$ cat src/rtl/mctrl_pkg.sv
// Shared types and encodings for the multicycle CPU sequencing controller.
package mctrl_pkg;

    typedef enum logic [3:0] {
        FETCH  = 4'd0,
        DECODE = 4'd1,
        MEMADR = 4'd2,
        MEMRD  = 4'd3,
        MEMWB  = 4'd4,
        MEMWR  = 4'd5,
        EXEC_R = 4'd6,
        EXEC_I = 4'd7,
        ALUWB  = 4'd8,
        BRANCH = 4'd9,
        HALT   = 4'd10
    } state_t;

    localparam logic [2:0] ALU_ADD = 3'b000;
    localparam logic [2:0] ALU_SUB = 3'b001;
    localparam logic [2:0] ALU_AND = 3'b010;
    localparam logic [2:0] ALU_ORR = 3'b011;

    localparam logic [1:0] RES_ALUOUT = 2'd0;
    localparam logic [1:0] RES_DATA   = 2'd1;
    localparam logic [1:0] RES_ALU    = 2'd2;

    localparam logic [1:0] SRCB_REG = 2'd0;
    localparam logic [1:0] SRCB_IMM = 2'd1;
    localparam logic [1:0] SRCB_INC = 2'd2;

    localparam logic [1:0] IMM_DP  = 2'd0;
    localparam logic [1:0] IMM_MEM = 2'd1;
    localparam logic [1:0] IMM_BR  = 2'd2;

    localparam logic [1:0] OP_DP  = 2'b00;
    localparam logic [1:0] OP_MEM = 2'b01;
    localparam logic [1:0] OP_BR  = 2'b10;

    localparam logic [3:0] CMD_ADD = 4'b0100;
    localparam logic [3:0] CMD_SUB = 4'b0010;
    localparam logic [3:0] CMD_AND = 4'b0000;
    localparam logic [3:0] CMD_ORR = 4'b1100;
    localparam logic [3:0] CMD_CMP = 4'b1010;
    localparam logic [3:0] CMD_TST = 4'b1000;

endpackage

$ cat src/rtl/mctrl_alu_dec.sv
// ALU operation / flag-write decode for data-processing commands.
module mctrl_alu_dec
    import mctrl_pkg::*;
(
    input  logic [3:0] cmd,
    input  logic       s_bit,
    input  logic       in_exec,
    output logic [2:0] alu_control,
    output logic [1:0] flag_w,
    output logic       no_wb,
    output logic       illegal
);

    logic [2:0] dec_ctrl;
    logic       force_flags;
    logic       arith;
    logic       wr_flags;

    always_comb begin
        dec_ctrl    = ALU_ADD;
        no_wb       = 1'b0;
        illegal     = 1'b0;
        force_flags = 1'b0;
        case (cmd)
            CMD_ADD: dec_ctrl = ALU_ADD;
            CMD_SUB: dec_ctrl = ALU_SUB;
            CMD_AND: dec_ctrl = ALU_AND;
            CMD_ORR: dec_ctrl = ALU_ORR;
            CMD_CMP: begin
                dec_ctrl    = ALU_SUB;
                no_wb       = 1'b1;
                force_flags = 1'b1;
            end
            CMD_TST: begin
                dec_ctrl    = ALU_AND;
                no_wb       = 1'b1;
                force_flags = 1'b1;
            end
            default: illegal = 1'b1;
        endcase
    end

    // Carry/overflow only make sense for add/sub; compares always set flags.
    assign arith       = (dec_ctrl == ALU_ADD) || (dec_ctrl == ALU_SUB);
    assign wr_flags    = s_bit | force_flags;
    assign alu_control = in_exec ? dec_ctrl : ALU_ADD;
    assign flag_w      = in_exec ? {wr_flags, wr_flags & arith} : 2'b00;

endmodule

$ cat src/rtl/multicycle_ctrl.sv
// Main sequencing FSM of the multicycle CPU (shared ALU, unified memory).
// Optional performance counters are built when MCTRL_PERF_EN is defined.
module multicycle_ctrl
    import mctrl_pkg::*;
#(
    parameter int PC_INC     = 4,
    parameter bit ILL_STICKY = 1'b1
) (
    input  logic       clk,
    input  logic       rst_n,
    input  logic [1:0] op,
    input  logic [5:0] funct,
    input  logic [3:0] rd,
    input  logic       cond_ex,
    input  logic       mem_ready,
    output logic       mem_req,
    output logic       mem_w,
    output logic       adr_src,
    output logic       ir_write,
    output logic       pc_write,
    output logic       reg_w,
    output logic [1:0] result_src,
    output logic       alu_src_a,
    output logic [1:0] alu_src_b,
    output logic [1:0] imm_src,
    output logic [1:0] reg_src,
    output logic [2:0] alu_control,
    output logic [1:0] flag_w,
    output logic       halted,
    output logic [3:0] state_dbg
`ifdef MCTRL_PERF_EN
    ,
    output logic [31:0] retired,
    output logic [31:0] stall_cyc
`endif
);

    // The increment constant itself lives in the datapath; only its mux leg is chosen here.
    localparam logic [1:0] INC_SEL = (PC_INC != 0) ? SRCB_INC : SRCB_REG;

    state_t     state, state_next;
    logic       in_exec;
    logic [2:0] dec_alu_control;
    logic [1:0] dec_flag_w;
    logic       dec_no_wb;
    logic       dec_illegal;
    logic [1:0] op_imm_src;
    logic [1:0] op_reg_src;
    state_t     ill_next;

    assign in_exec  = (state == EXEC_R) || (state == EXEC_I);
    assign ill_next = ILL_STICKY ? HALT : FETCH;

    mctrl_alu_dec u_alu_dec (
        .cmd         (funct[4:1]),
        .s_bit       (funct[0]),
        .in_exec     (in_exec),
        .alu_control (dec_alu_control),
        .flag_w      (dec_flag_w),
        .no_wb       (dec_no_wb),
        .illegal     (dec_illegal)
    );

    always_comb begin
        op_imm_src = IMM_DP;
        op_reg_src = 2'b00;
        case (op)
            OP_MEM: begin
                op_imm_src    = IMM_MEM;
                op_reg_src[1] = ~funct[0];
            end
            OP_BR: begin
                op_imm_src    = IMM_BR;
                op_reg_src[0] = 1'b1;
            end
            default: ;
        endcase
    end

    always_ff @(posedge clk or negedge rst_n) begin
        if (!rst_n) state <= FETCH;
        else        state <= state_next;
    end

    // Outputs are held at their idle values while reset is asserted so an
    // in-flight memory write or register update is dropped immediately.
    always_comb begin
        state_next  = state;
        mem_req     = 1'b0;
        mem_w       = 1'b0;
        adr_src     = 1'b0;
        ir_write    = 1'b0;
        pc_write    = 1'b0;
        reg_w       = 1'b0;
        result_src  = RES_ALUOUT;
        alu_src_a   = 1'b0;
        alu_src_b   = SRCB_REG;
        imm_src     = IMM_DP;
        reg_src     = 2'b00;
        alu_control = ALU_ADD;
        flag_w      = 2'b00;
        halted      = 1'b0;
        if (rst_n) begin
            case (state)
                FETCH: begin
                    mem_req    = 1'b1;
                    alu_src_a  = 1'b1;
                    alu_src_b  = INC_SEL;
                    result_src = RES_ALU;
                    if (mem_ready) begin
                        ir_write   = 1'b1;
                        pc_write   = 1'b1;
                        state_next = DECODE;
                    end
                end
                DECODE: begin
                    alu_src_a = 1'b1;
                    alu_src_b = INC_SEL;
                    imm_src   = op_imm_src;
                    reg_src   = op_reg_src;
                    if (!cond_ex) begin
                        state_next = FETCH;
                    end else begin
                        case (op)
                            OP_MEM:  state_next = MEMADR;
                            OP_BR:   state_next = BRANCH;
                            OP_DP:   state_next = dec_illegal ? ill_next :
                                                  (funct[5] ? EXEC_I : EXEC_R);
                            default: state_next = ill_next;
                        endcase
                    end
                end
                MEMADR: begin
                    alu_src_b  = SRCB_IMM;
                    imm_src    = op_imm_src;
                    reg_src    = op_reg_src;
                    state_next = funct[0] ? MEMRD : MEMWR;
                end
                MEMRD: begin
                    mem_req = 1'b1;
                    adr_src = 1'b1;
                    if (mem_ready) state_next = MEMWB;
                end
                MEMWB: begin
                    result_src = RES_DATA;
                    reg_w      = 1'b1;
                    state_next = FETCH;
                end
                MEMWR: begin
                    mem_req = 1'b1;
                    mem_w   = 1'b1;
                    adr_src = 1'b1;
                    reg_src = op_reg_src;
                    if (mem_ready) state_next = FETCH;
                end
                EXEC_R, EXEC_I: begin
                    alu_src_b   = (state == EXEC_I) ? SRCB_IMM : SRCB_REG;
                    imm_src     = op_imm_src;
                    alu_control = dec_alu_control;
                    flag_w      = dec_flag_w;
                    state_next  = dec_no_wb ? FETCH : ALUWB;
                end
                ALUWB: begin
                    result_src = RES_ALUOUT;
                    reg_w      = 1'b1;
                    pc_write   = (rd == 4'd15);
                    state_next = FETCH;
                end
                BRANCH: begin
                    alu_src_a  = 1'b1;
                    alu_src_b  = SRCB_IMM;
                    imm_src    = op_imm_src;
                    reg_src    = op_reg_src;
                    result_src = RES_ALU;
                    pc_write   = 1'b1;
                    state_next = FETCH;
                end
                HALT: halted = 1'b1;
                default: state_next = FETCH;
            endcase
        end
    end

    assign state_dbg = state;

`ifdef MCTRL_PERF_EN
    always_ff @(posedge clk or negedge rst_n) begin
        if (!rst_n) begin
            retired   <= 32'd0;
            stall_cyc <= 32'd0;
        end else begin
            if ((state_next == FETCH) && (state != FETCH))
                retired <= retired + 32'd1;
            if (mem_req && !mem_ready)
                stall_cyc <= stall_cyc + 32'd1;
        end
    end
`endif

endmodule

$ cat config.mk
export PLATFORM = sky130hd
export DESIGN_NAME = multicycle_ctrl
export DESIGN_NICKNAME = d
export VERILOG_FILES = /design/src/rtl/mctrl_pkg.sv /design/src/rtl/mctrl_alu_dec.sv /design/src/rtl/multicycle_ctrl.sv
export SDC_FILE = /design/constraint.sdc
export NUM_CORES = 1
export LEC_CHECK = 0
export BUFFER_PORTS_ARGS = -buffer_cell sky130_fd_sc_hd__buf_2
export CORE_UTILIZATION = 42
export DETAILED_ROUTE_END_ITERATION = 7
export GPL_ROUTABILITY_DRIVEN = 0
export HOLD_SLACK_MARGIN = 0.05
export PLACE_DENSITY = 0.77
export SLEW_MARGIN = 5
export SYNTH_ARGS = -nofsm -noshare
export SYNTH_HDL_FRONTEND = slang
export SYNTH_SLANG_ARGS = --single-unit
export TNS_END_PERCENT = 1
$ cat constraint.sdc
create_clock -name clk -period 1.9 [get_ports clk]
set_clock_uncertainty 0.05 [all_clocks]
set_input_delay 0.19 -clock clk [delete_from_list [all_inputs] [get_ports clk]]
set_output_delay 0.19 -clock clk [all_outputs]
set_load 0.1 [all_outputs]
==> results.sh, run 1 <==
export IMPL_portBuffers=39
export IMPL_haltStage="4_1_cts"
export IMPL_die_w_microns=41.8
export IMPL_post_cts_resized=10
export IMPL_yosys_warnings=0
export IMPL_synth_seq_cells=4
export IMPL_async_flop_share_pct=100
export IMPL_io_pins=41
export IMPL_netlist_area_sq_um=666
export IMPL_yosys_cell_types_count=37
export IMPL_cts_sinks=4
export IMPL_dp_slack_ns=-0.0513
export IMPL_synth_mux_area_share_pct=3.20
export IMPL_synth_edf_count=0
export IMPL_synth_ff_type="dfrtp_1"
export IMPL_status="aborted with a tool error"
export IMPL_yosys_area_share_adder_pct=0
export IMPL_fp_row_count=14
export IMPL_clockBufferDepth=2
export IMPL_synthXorXnorAreaFrac_pct=3.95
export IMPL_synth_top_family_by_area="simple AND/OR/NAND/NOR gates"
export IMPL_syn_nets=117
export IMPL_post_cts_setup_buffer_count=13
export IMPL_start_util_pct=44.7
export IMPL_syn_mean_instance_area_sq_um=6.59
export IMPL_cts_root_buf="clkbuf_4"
export IMPL_synth_compound_area_share_pct=26.1
export IMPL_postCtsHoldBufs=2
export IMPL_error_line="[ERROR DPL-0038] Utilization greater than 100%, impossible to legalize"
export IMPL_numCtsBuffers=3
export IMPL_synth_seq_area_share_pct=15.0
export IMPL_syn_inst=101
export IMPL_die_y_microns=41.8
export IMPL_yosys_area_share_simple_pct=43.6
export IMPL_htreeDepth=1
export IMPL_dp_hpwl_microns=2090
-- synthesized netlist by cell type (3+ instances only) --
| cell | count | area (sq um) |
|---|---|---|
| nand3_1 | 3 | 15.0 |
| nor3b_1 | 3 | 22.5 |
| o21ai_0 | 3 | 15.0 |
| nor3_1 | 6 | 30.0 |
| nor2b_1 | 7 | 43.8 |
| clkbuf_1 | 4 | 15.0 |
| dfrtp_1 | 4 | 100 |
| nor2_1 | 16 | 60.1 |
| nand2_1 | 7 | 26.3 |
| nand2b_1 | 6 | 37.5 |
| a21oi_1 | 7 | 35.0 |
| nor4_1 | 4 | 25.0 |
-- cells by family after synthesis --
kind of cell              count (synthesis)
muxes                                     2
xor gates and xnor gates                  3
other                                     1
and+or+nand+nor                          56
DFF                                       4
AOI/OAI and AO/OA                        25
buffers and inverters                    10
-- per-stage QoR --
step	hold WS [ns]	cells	setup TNS (ns)	cell area [sq um]
2_1_floorplan	-0.156	101	-9.33	842
3_5_place_dp	-0.0461	157	-0.0795	1360
3_3_place_gp	-0.0458	157	0	1360
==> inputs of run 2 (changes only) <==
--- a/config.mk
+++ b/config.mk
@@ -6,11 +6,11 @@
 export NUM_CORES = 1
 export LEC_CHECK = 0
 export BUFFER_PORTS_ARGS = -buffer_cell sky130_fd_sc_hd__buf_2
-export CORE_UTILIZATION = 42
+export CORE_AREA = 2 2 63 65
 export DETAILED_ROUTE_END_ITERATION = 7
+export DIE_AREA = 0 0 65 67
 export GPL_ROUTABILITY_DRIVEN = 0
-export HOLD_SLACK_MARGIN = 0.05
-export PLACE_DENSITY = 0.77
+export PLACE_DENSITY_LB_ADDON = 0.15
 export SLEW_MARGIN = 5
 export SYNTH_ARGS = -nofsm -noshare
 export SYNTH_HDL_FRONTEND = slang
==> results.sh, run 2 <==
export IMPL_final_max_slew_violation_count=0
export IMPL_nets=167
export IMPL_period_share_pct=98.8
export IMPL_max_freq_mhz=533
export IMPL_clkSlewWorstSetupHoldPaths_ns=0.03
export IMPL_htreeDepth=1
export IMPL_critical_path_buf_inv_count=2
export IMPL_grt_pass1_vias=926
export IMPL_yosysMostFrequentCell="nor2_1"
export IMPL_fillCellCount=355
export IMPL_yosys_cell_types_count=37
export IMPL_largest_reg_flops=4
export IMPL_r2r_end="state_dbg[0]$_DFFE_PN0P_"
export IMPL_rsz0062_at_grt="yes"
export IMPL_grt_max_degree=15
export IMPL_drt_wirelength_per_cell_microns=13.8
export IMPL_final_hold_viol_count=0
export IMPL_relSlewSlack_pct=59.4
export IMPL_dp_slack_ns=0.117
export IMPL_crit_required_ns=1.66
export IMPL_worst_r2r_path_depth=5
export IMPL_syn2layout_area_growth_pct=131
export IMPL_cp_slowest_cell="dfrtp_2"
export IMPL_cts_sinks=4
export IMPL_netlist_area_sq_um=666
export IMPL_syn_inst=101
export IMPL_path_class="reg -> out"
export IMPL_crit_cells=6
export IMPL_die_w_microns=65
export IMPL_synth_edf_count=0
export IMPL_cts_root_buf="clkbuf_8"
export IMPL_die_y_microns=67
export IMPL_numCtsBuffers=3
export IMPL_antenna_cells=0
export IMPL_dp_hpwl_microns=2190
export IMPL_synthTopCellsByArea="dfrtp_1, nor2_1, nor2b_1"
export IMPL_critical_path_endpoint="alu_src_b[0]"
export IMPL_cts_tree="built"
export IMPL_clockBufferDepth=2
export IMPL_startpoint="state_dbg[0]$_DFFE_PN0P_"
export IMPL_path_cells="buf_4, xor2_2, nor2_1, a31oi_1, nor2b_4, buf_12"
export IMPL_final_cell_mix="buf_12, buf_2, buf_4"
export IMPL_syn_nets=117
export IMPL_fp_row_count=22
export IMPL_drc=0
export IMPL_cp_end_kind="output port"
export IMPL_synth_common_cells="nor2_1, a21oi_1, nand2_1, nor2b_1"
export IMPL_synth_top_area_share_pct=15.0
export IMPL_io_pins=41
export IMPL_grt_pass1_wl_microns=4530
export IMPL_grtUsageTotal_pct=13.4
export IMPL_worstPathArrival_ns=1.64
export IMPL_synth_seq_cells=4
export IMPL_reg2reg_slack_ns=0.10
export IMPL_min_path_type="in -> reg"
export IMPL_finalWirelength_microns=2710
export IMPL_r2r_start="state_dbg[1]$_DFFE_PN0P_"
export IMPL_drt_pass1_iterations=4
export IMPL_clk_latency_ns=0.22
export IMPL_cpLargestDelayFamily="flip-flops"
export IMPL_critical_path_max_fanout=11
export IMPL_die_area_sq_mm=0.00436
export IMPL_vias=924
export IMPL_portBuffers=39
export IMPL_viasPerCell=4.69
export IMPL_max_stage_delay_ns=0.45
export IMPL_layout_min_cycle_time_ns=1.88
export IMPL_antenna_found_initial=0
export IMPL_layout_drive_gt1_share_pct=59.7
export IMPL_status="complete, no violations"
export IMPL_tightestPinTransition_ns=0.594
export IMPL_ant_nets=0
export IMPL_synth_area_leader_cell="dfrtp_1"
export IMPL_layout_commonest_cell="buf_12"
export IMPL_fin_ws_ns=0.0223
export IMPL_setup_viol=0
export IMPL_synth_seq_area_share_pct=15.0
export IMPL_cp_start_kind="register"
export IMPL_grt_ovfl_total=0
export IMPL_synth_ff_type="dfrtp_1"
export IMPL_async_flop_share_pct=100
export IMPL_core_area_sq_mm=0.00361
export IMPL_maxCapViolations=0
export IMPL_start_util_pct=18.5
export IMPL_drtIter0Drc=17
export IMPL_yosys_warnings=0
export IMPL_syn_mean_instance_area_sq_um=6.59
## run 2: cell families after synthesis
kind of cell,Yosys count,share of synthesized area [%]
mux,2,3.20
buf+inv,10,7.52
other cells,1,0.563
flops,4,15.0
xor+xnor,3,3.95
compound gates,25,26.1
simple gates,56,43.6
## run 2: worst min path at each step
stage          cells after the start                       end     start  slack (ns)
6_report                           4  state_dbg[0]$_DFFE_PN0P_  funct[5]        0.28
3_5_place_dp                       1  state_dbg[3]$_DFFE_PN0P_     rst_n       -0.03
4_1_cts                            4  state_dbg[0]$_DFFE_PN0P_  funct[5]        0.28
5_1_grt                            4  state_dbg[0]$_DFFE_PN0P_  funct[5]        0.30
3_3_place_gp                       1  state_dbg[3]$_DFFE_PN0P_     rst_n       -0.04
2_1_floorplan                      0  state_dbg[0]$_DFFE_PN0P_     rst_n       -0.16
## run 2: worst reg2reg max path: cells and delay by family, from the launching register on
kind | cells | cell delay (ns)
buf+inv | 2 | 0.24
compound gates | 3 | 0.92
flops | 1 | 0.52
## run 2: what timing repair did
item | CTS | global route
setup buffers | 0 | 0
hold buffers | 2 | 0
setup endpoints to repair | 8 | 13
resized for setup | 6 | 7
endpoints found under the hold margin | 4 | 0
pin swaps | 3 | 2
## run 2: through the flow
stage	hold slack, ns	util [%]	area [sq um]	setup TNS, ns	std cells
2_1_floorplan	-0.156	-	842	-9.33	101
3_3_place_gp	-0.0372	39.3	1420	0	192
3_5_place_dp	-0.0348	39.3	1420	0	192
4_1_cts	0.282	41.8	1510	-0.0162	197
5_1_grt	0.301	42.6	1540	-0.375	197
6_report	0.278	42.6	1540	0	197
## run 2: area by class of cell
cell class / count / area [sq um] / area share [%]
Timing Repair Buffer: 53 / 609 / 39.6
Multi-Input combinational cell: 87 / 707 / 46.0
Clock buffer: 3 / 41.3 / 2.69
Sequential cell: 4 / 113 / 7.32
Inverter: 2 / 7.51 / 0.488
Tap cell: 48 / 60.1 / 3.91
## run 2: per-layer routing
metal / vias up / track usage, % / share of wire (%)
met5: - / 0 / 0
li1: 458 / - / -
met4: 0 / 4.79 / 0
met3: 0 / 3.04 / 5.5
met1: 436 / 15.8 / 43
met2: 30 / 23.7 / 52
Power of run 2 is not shown: default switching activity piles up to over one toggle a cycle in this logic, so the estimate is an artifact.
==> inputs of run 3 (changes only) <==
--- a/config.mk
+++ b/config.mk
@@ -10,6 +10,7 @@
 export DETAILED_ROUTE_END_ITERATION = 7
 export DIE_AREA = 0 0 65 67
 export GPL_ROUTABILITY_DRIVEN = 0
+export GPL_TIMING_DRIVEN = 0
 export PLACE_DENSITY_LB_ADDON = 0.15
 export SLEW_MARGIN = 5
 export SYNTH_ARGS = -nofsm -noshare
==> results.sh, run 3 (synthesis gave the netlist of run 2 again) <==
export IMPL_viasPerCell=4.72
export IMPL_layout_min_cycle_time_ns=1.90
export IMPL_nets=173
export IMPL_syn2layout_area_growth_pct=126
export IMPL_path_class="reg -> out"
export IMPL_antenna_cells=0
export IMPL_drt_wirelength_per_cell_microns=13.4
export IMPL_tightestPinTransition_ns=0.671
export IMPL_maxCapViolations=0
export IMPL_whs_ns=-0.248
export IMPL_wl_met2_microns=1340
export IMPL_grt_max_degree=11
export IMPL_cts_tree="built"
export IMPL_die_y_microns=67
export IMPL_final_hold_viol_count=4
export IMPL_stdcell_count=203
export IMPL_grt_ovfl_total=0
export IMPL_clockBufferDepth=2
export IMPL_vias=958
export IMPL_utilization_pct=41.6
export IMPL_ant_nets=0
export IMPL_grt_pass1_vias=921
export IMPL_cp_end_kind="output port"
export IMPL_route_met3_wl_microns=131
export IMPL_grtUsageTotal_pct=12.3
export IMPL_final_cell_mix="buf_2, buf_4, buf_6"
export IMPL_max_freq_mhz=526
export IMPL_finalWirelength_microns=2720
export IMPL_drc=0
export IMPL_layout_commonest_cell="buf_2"
export IMPL_status="finished with violations"
export IMPL_largest_reg_flops=4
export IMPL_final_max_slew_violation_count=0
export IMPL_cts_sinks=4
export IMPL_portBuffers=39
export IMPL_numCtsBuffers=3
export IMPL_start_util_pct=18.5
export IMPL_highest_layer="met4"
export IMPL_cts_root_buf="clkbuf_8"
export IMPL_die_area_sq_mm=0.00436
export IMPL_placedCellCount=188
export IMPL_io_pins=41
export IMPL_layout_drive_gt1_share_pct=63.2
export IMPL_clkSlewWorstSetupHoldPaths_ns=0.03
export IMPL_grt_pass1_wl_microns=4200
export IMPL_worst_r2r_path_depth=5
export IMPL_antenna_found_initial=0
export IMPL_route_layer_met1_wl_microns=1220
export IMPL_setup_viol=1
export IMPL_worstPathArrival_ns=1.66
export IMPL_core_area_sq_mm=0.00361
export IMPL_relSlewSlack_pct=54.1
export IMPL_drtIter0Drc=7
export IMPL_crit_required_ns=1.66
export IMPL_setup_tns_ns=-0.000616
export IMPL_min_path_type="in -> async"
export IMPL_cp_start_kind="register"
export IMPL_dp_hpwl_microns=1940
export IMPL_failed_checks="negative hold slack, negative setup slack"
export IMPL_fin_ws_ns=-0.000616
export IMPL_rsz0062_at_grt="yes"
export IMPL_period_share_pct=100
export IMPL_fp_row_count=22
export IMPL_critical_path_max_fanout=10
export IMPL_die_w_microns=65
export IMPL_clk_latency_ns=0.21
export IMPL_htreeDepth=1
export IMPL_drt_pass1_iterations=4
run 3: what timing repair did:
item | in CTS | in global routing
endpoints found under the setup margin | 19 | 17
gates cloned | 0 | 0
gates resized for setup | 39 | 35
pin swaps | 1 | 7
buffers inserted | 6 | 7
endpoints found under the hold margin | 4 | 4
run 3: through the flow:
| step | setup WS, ns | hold slack, ns | cell area [sq um] |
|---|---|---|---|
| detailed placement | -0.344 | -0.0218 | 1100 |
| global route | -0.0756 | -0.247 | 1500 |
| CTS | -0.110 | -0.246 | 1310 |
| floorplan | -0.768 | -0.156 | 842 |
| global placement | -0.303 | -0.0220 | 1100 |
| finish | -0.000616 | -0.248 | 1500 |
run 3: path summary, 6_finish.rpt:
| path | start | endpoint | slack [ns] |
|---|---|---|---|
| min in group clk | funct[5] | state_dbg[0]$_DFFE_PN0P_ | 0.33 |
| max reg2reg | state_dbg[3]$_DFFE_PN0P_ | state_dbg[0]$_DFFE_PN0P_ | 0.07 |
| max in group asynchronous | rst_n | state_dbg[3]$_DFFE_PN0P_ | 1.88 |
| min | rst_n | state_dbg[2]$_DFFE_PN0P_ | -0.25 |
| min reg2reg | state_dbg[1]$_DFFE_PN0P_ | state_dbg[1]$_DFFE_PN0P_ | 0.75 |
| max | state_dbg[3]$_DFFE_PN0P_ | alu_control[1] | -0.0006 |
run 3: area by class of cell:
class	instances	area (sq um)
Fill cell	359	2100
Tap cell	48	60.1
Sequential cell	4	113
Timing Repair Buffer	52	459
Clock buffer	3	41.3
Buffer	7	103
Multi-Input combinational cell	87	718
Inverter	2	7.51
run 3: metal layers:
| metal | up-vias | global-route usage, % |
|---|---|---|
| met5 | - | 0 |
| met4 | 0 | 2.66 |
| met3 | 2 | 2.36 |
| met2 | 34 | 20.7 |
| met1 | 453 | 16.1 |
| li1 | 469 | - |
run 3: critical path, cell delays in order (launching register included):
cell       delay [ns]
dfrtp_4          0.51
clkbuf_16        0.18
nand4b_1         0.18
buf_6            0.16
nor4_4           0.15
buf_6            0.26
Power of run 3 is left out for the same reason.
==> inputs of run 4 (changes only) <==
--- a/config.mk
+++ b/config.mk
@@ -12,7 +12,7 @@
 export GPL_ROUTABILITY_DRIVEN = 0
 export GPL_TIMING_DRIVEN = 0
 export PLACE_DENSITY_LB_ADDON = 0.15
-export SLEW_MARGIN = 5
+export SLEW_MARGIN = 25
 export SYNTH_ARGS = -nofsm -noshare
 export SYNTH_HDL_FRONTEND = slang
 export SYNTH_SLANG_ARGS = --single-unit
==> constraint.sdc (replaced) <==
create_clock -name clk -period 1.5 [get_ports clk]
set_clock_uncertainty 0.05 [all_clocks]
set_input_delay 0.15 -clock clk [delete_from_list [all_inputs] [get_ports clk]]
set_output_delay 0.15 -clock clk [all_outputs]
set_load 0.1 [all_outputs]
==> results.sh, run 4 (synthesis gave the netlist of run 2 again) <==
export IMPL_switching_share_pct=59.3
export IMPL_htreeDepth=1
export IMPL_clkSlewWorstSetupHoldPaths_ns=0.03
export IMPL_layout_min_cycle_time_ns=1.86
export IMPL_reg2reg_slack_ns=-0.32
export IMPL_nets=176
export IMPL_relSlewSlack_pct=50.6
export IMPL_drt_pass1_iterations=4
export IMPL_ant_nets=0
export IMPL_maxCapViolations=0
export IMPL_die_area_sq_mm=0.00436
export IMPL_antenna_cells=0
export IMPL_drtIter0Drc=21
export IMPL_vias=986
export IMPL_path_cells="buf_8, clkbuf_16, buf_6, nor4_4, buf_6"
export IMPL_largest_reg_flops=4
export IMPL_cts_sinks=4
export IMPL_cts_tree="built"
export IMPL_clk_latency_ns=0.21
export IMPL_crit_top_cell="buf_6"
export IMPL_dp_slack_ns=-0.704
export IMPL_start_util_pct=18.5
export IMPL_portBuffers=39
export IMPL_layout_commonest_cell="buf_2"
export IMPL_path_class="reg -> out"
export IMPL_period_share_pct=124
export IMPL_status="finished with violations"
export IMPL_crit_required_ns=1.30
export IMPL_r2r_end="state_dbg[0]$_DFFE_PN0P_"
export IMPL_die_y_microns=67
export IMPL_max_freq_mhz=538
export IMPL_syn2layout_area_growth_pct=155
export IMPL_utilization_pct=47.1
export IMPL_layout_drive_gt1_share_pct=65.2
export IMPL_r2r_start="state_dbg[2]$_DFFE_PN0P_"
export IMPL_critical_path_max_fanout=6
export IMPL_hold_depth=4
export IMPL_core_area_sq_mm=0.00361
export IMPL_rsz0062_at_grt="yes"
export IMPL_setup_viol=24
export IMPL_cts_root_buf="clkbuf_8"
export IMPL_die_w_microns=65
export IMPL_io_pins=41
export IMPL_finalWirelength_microns=3000
export IMPL_cp_start_kind="register"
export IMPL_leakage_nw=0.670
export IMPL_ir_drop_v=0.000601
export IMPL_viasPerCell=4.79
export IMPL_hold_start="funct[5]"
export IMPL_worst_r2r_path_depth=5
export IMPL_final_max_slew_violation_count=0
export IMPL_grt_pass1_vias=990
export IMPL_fin_ws_ns=-0.358
export IMPL_design_area_sq_mm=0.00170
export IMPL_fillCellCount=347
export IMPL_grt_pass1_wl_microns=4650
export IMPL_p_int_w=0.00170
export IMPL_clockBufferDepth=2
export IMPL_worstPathArrival_ns=1.66
export IMPL_fp_row_count=22
export IMPL_grt_max_degree=11
export IMPL_max_stage_delay_ns=0.50
export IMPL_grtUsageTotal_pct=13.6
export IMPL_cp_slowest_cell="dfrtp_4"
export IMPL_drt_wirelength_per_cell_microns=14.6
export IMPL_p_seq_share_pct=6.9
export IMPL_p_sw_w=0.00247
export IMPL_final_cell_mix="buf_2, buf_12, buf_4"
export IMPL_tightestPinTransition_ns=0.722
export IMPL_setup_tns_ns=-6.32
export IMPL_power_density_mw_per_mm2=2450
export IMPL_final_hold_viol_count=0
export IMPL_numCtsBuffers=3
export IMPL_dpl_cell_area_sq_mm=0.00110
export IMPL_power_frac_comb_pct=87.9
export IMPL_clkPwrFrac_pct=5.2
export IMPL_drc=0
export IMPL_cp_end_kind="output port"
export IMPL_antenna_found_initial=0
export IMPL_dp_hpwl_microns=1940
export IMPL_min_path_type="in -> reg"
export IMPL_failed_checks="negative setup slack"
export IMPL_worstHoldEndpoint="state_dbg[0]$_DFFE_PN0P_"
export IMPL_grt_ovfl_total=0
==> run 4: per-stage QoR <==
stage               total power (W)  hold WS (ns)  std cells
floorplan                   0.00251        -0.196        101
global placement            0.00291       -0.0620        188
detailed placement          0.00291       -0.0618        188
CTS                         0.00388         0.285        202
global route                0.00435         0.313        206
finish                      0.00417         0.288        206
==> run 4: repair_timing <==
| item | CTS | global route |
|---|---|---|
| gates cloned | 1 | 0 |
| setup buffers | 10 | 4 |
| pin swaps | 13 | 4 |
| gates resized for setup | 86 | 17 |
| hold buffers | 1 | 0 |
| hold endpoints to repair | 4 | 0 |
| setup endpoints to repair | 24 | 24 |
==> run 4: per-layer routing <==
| metal | routed length, microns | vias up | part of all wire [%] | track usage [%] |
|---|---|---|---|---|
| met5 | 0 | - | 0 | 0 |
| met3 | 164 | 6 | 5.5 | 3.04 |
| met4 | 38 | 0 | 1.3 | 4.26 |
| met1 | 1330 | 468 | 44 | 16.8 |
| met2 | 1470 | 39 | 49 | 23.3 |
| li1 | - | 473 | - | - |
==> run 4: cell type report <==
class	instances	area [sq um]	area share, %
plain buffers	7	91.3	5.38
clock buffers	3	41.3	2.43
inverters	2	7.51	0.442
multi-input cells	87	769	45.3
flip-flops and latches	4	113	6.63
well taps	48	60.1	3.53
repair buffers	55	617	36.3
==> run 4: worst max path at each step <==
| stage | cells past startpoint | end | start | slack (ns) |
|---|---|---|---|---|
| after floorplan | 4 | alu_control[1] | state_dbg[2]$_DFFE_PN0P_ | -1.13 |
| after global placement | 4 | alu_control[1] | state_dbg[3]$_DFFE_PN0P_ | -0.66 |
| after detailed placement | 4 | alu_control[1] | state_dbg[3]$_DFFE_PN0P_ | -0.70 |
| after CTS | 5 | alu_control[1] | state_dbg[3]$_DFFE_PN0P_ | -0.42 |
| after global routing | 5 | ir_write | state_dbg[1]$_DFFE_PN0P_ | -0.41 |
| final | 5 | ir_write | state_dbg[2]$_DFFE_PN0P_ | -0.36 |
==> run 4: power by group through the flow <==
stage	sequential (W)	combinational (W)	clock [W]
after floorplan	0.000573	0.00193	0
after global placement	0.000248	0.00267	0
after detailed placement	0.000249	0.00266	0
after CTS	0.000300	0.00335	0.000223
after global routing	0.000297	0.00382	0.000231
final	0.000288	0.00366	0.000215
==> run 4: worst max-delay path: cells and delay by family (launching register included) <==
family | cells | cell delay, ns
and+or+nand+nor | 1 | 0.26
buffers and inverters | 4 | 0.68
DFF | 1 | 0.50
Note: power is estimated with default switching activity, not from simulation.
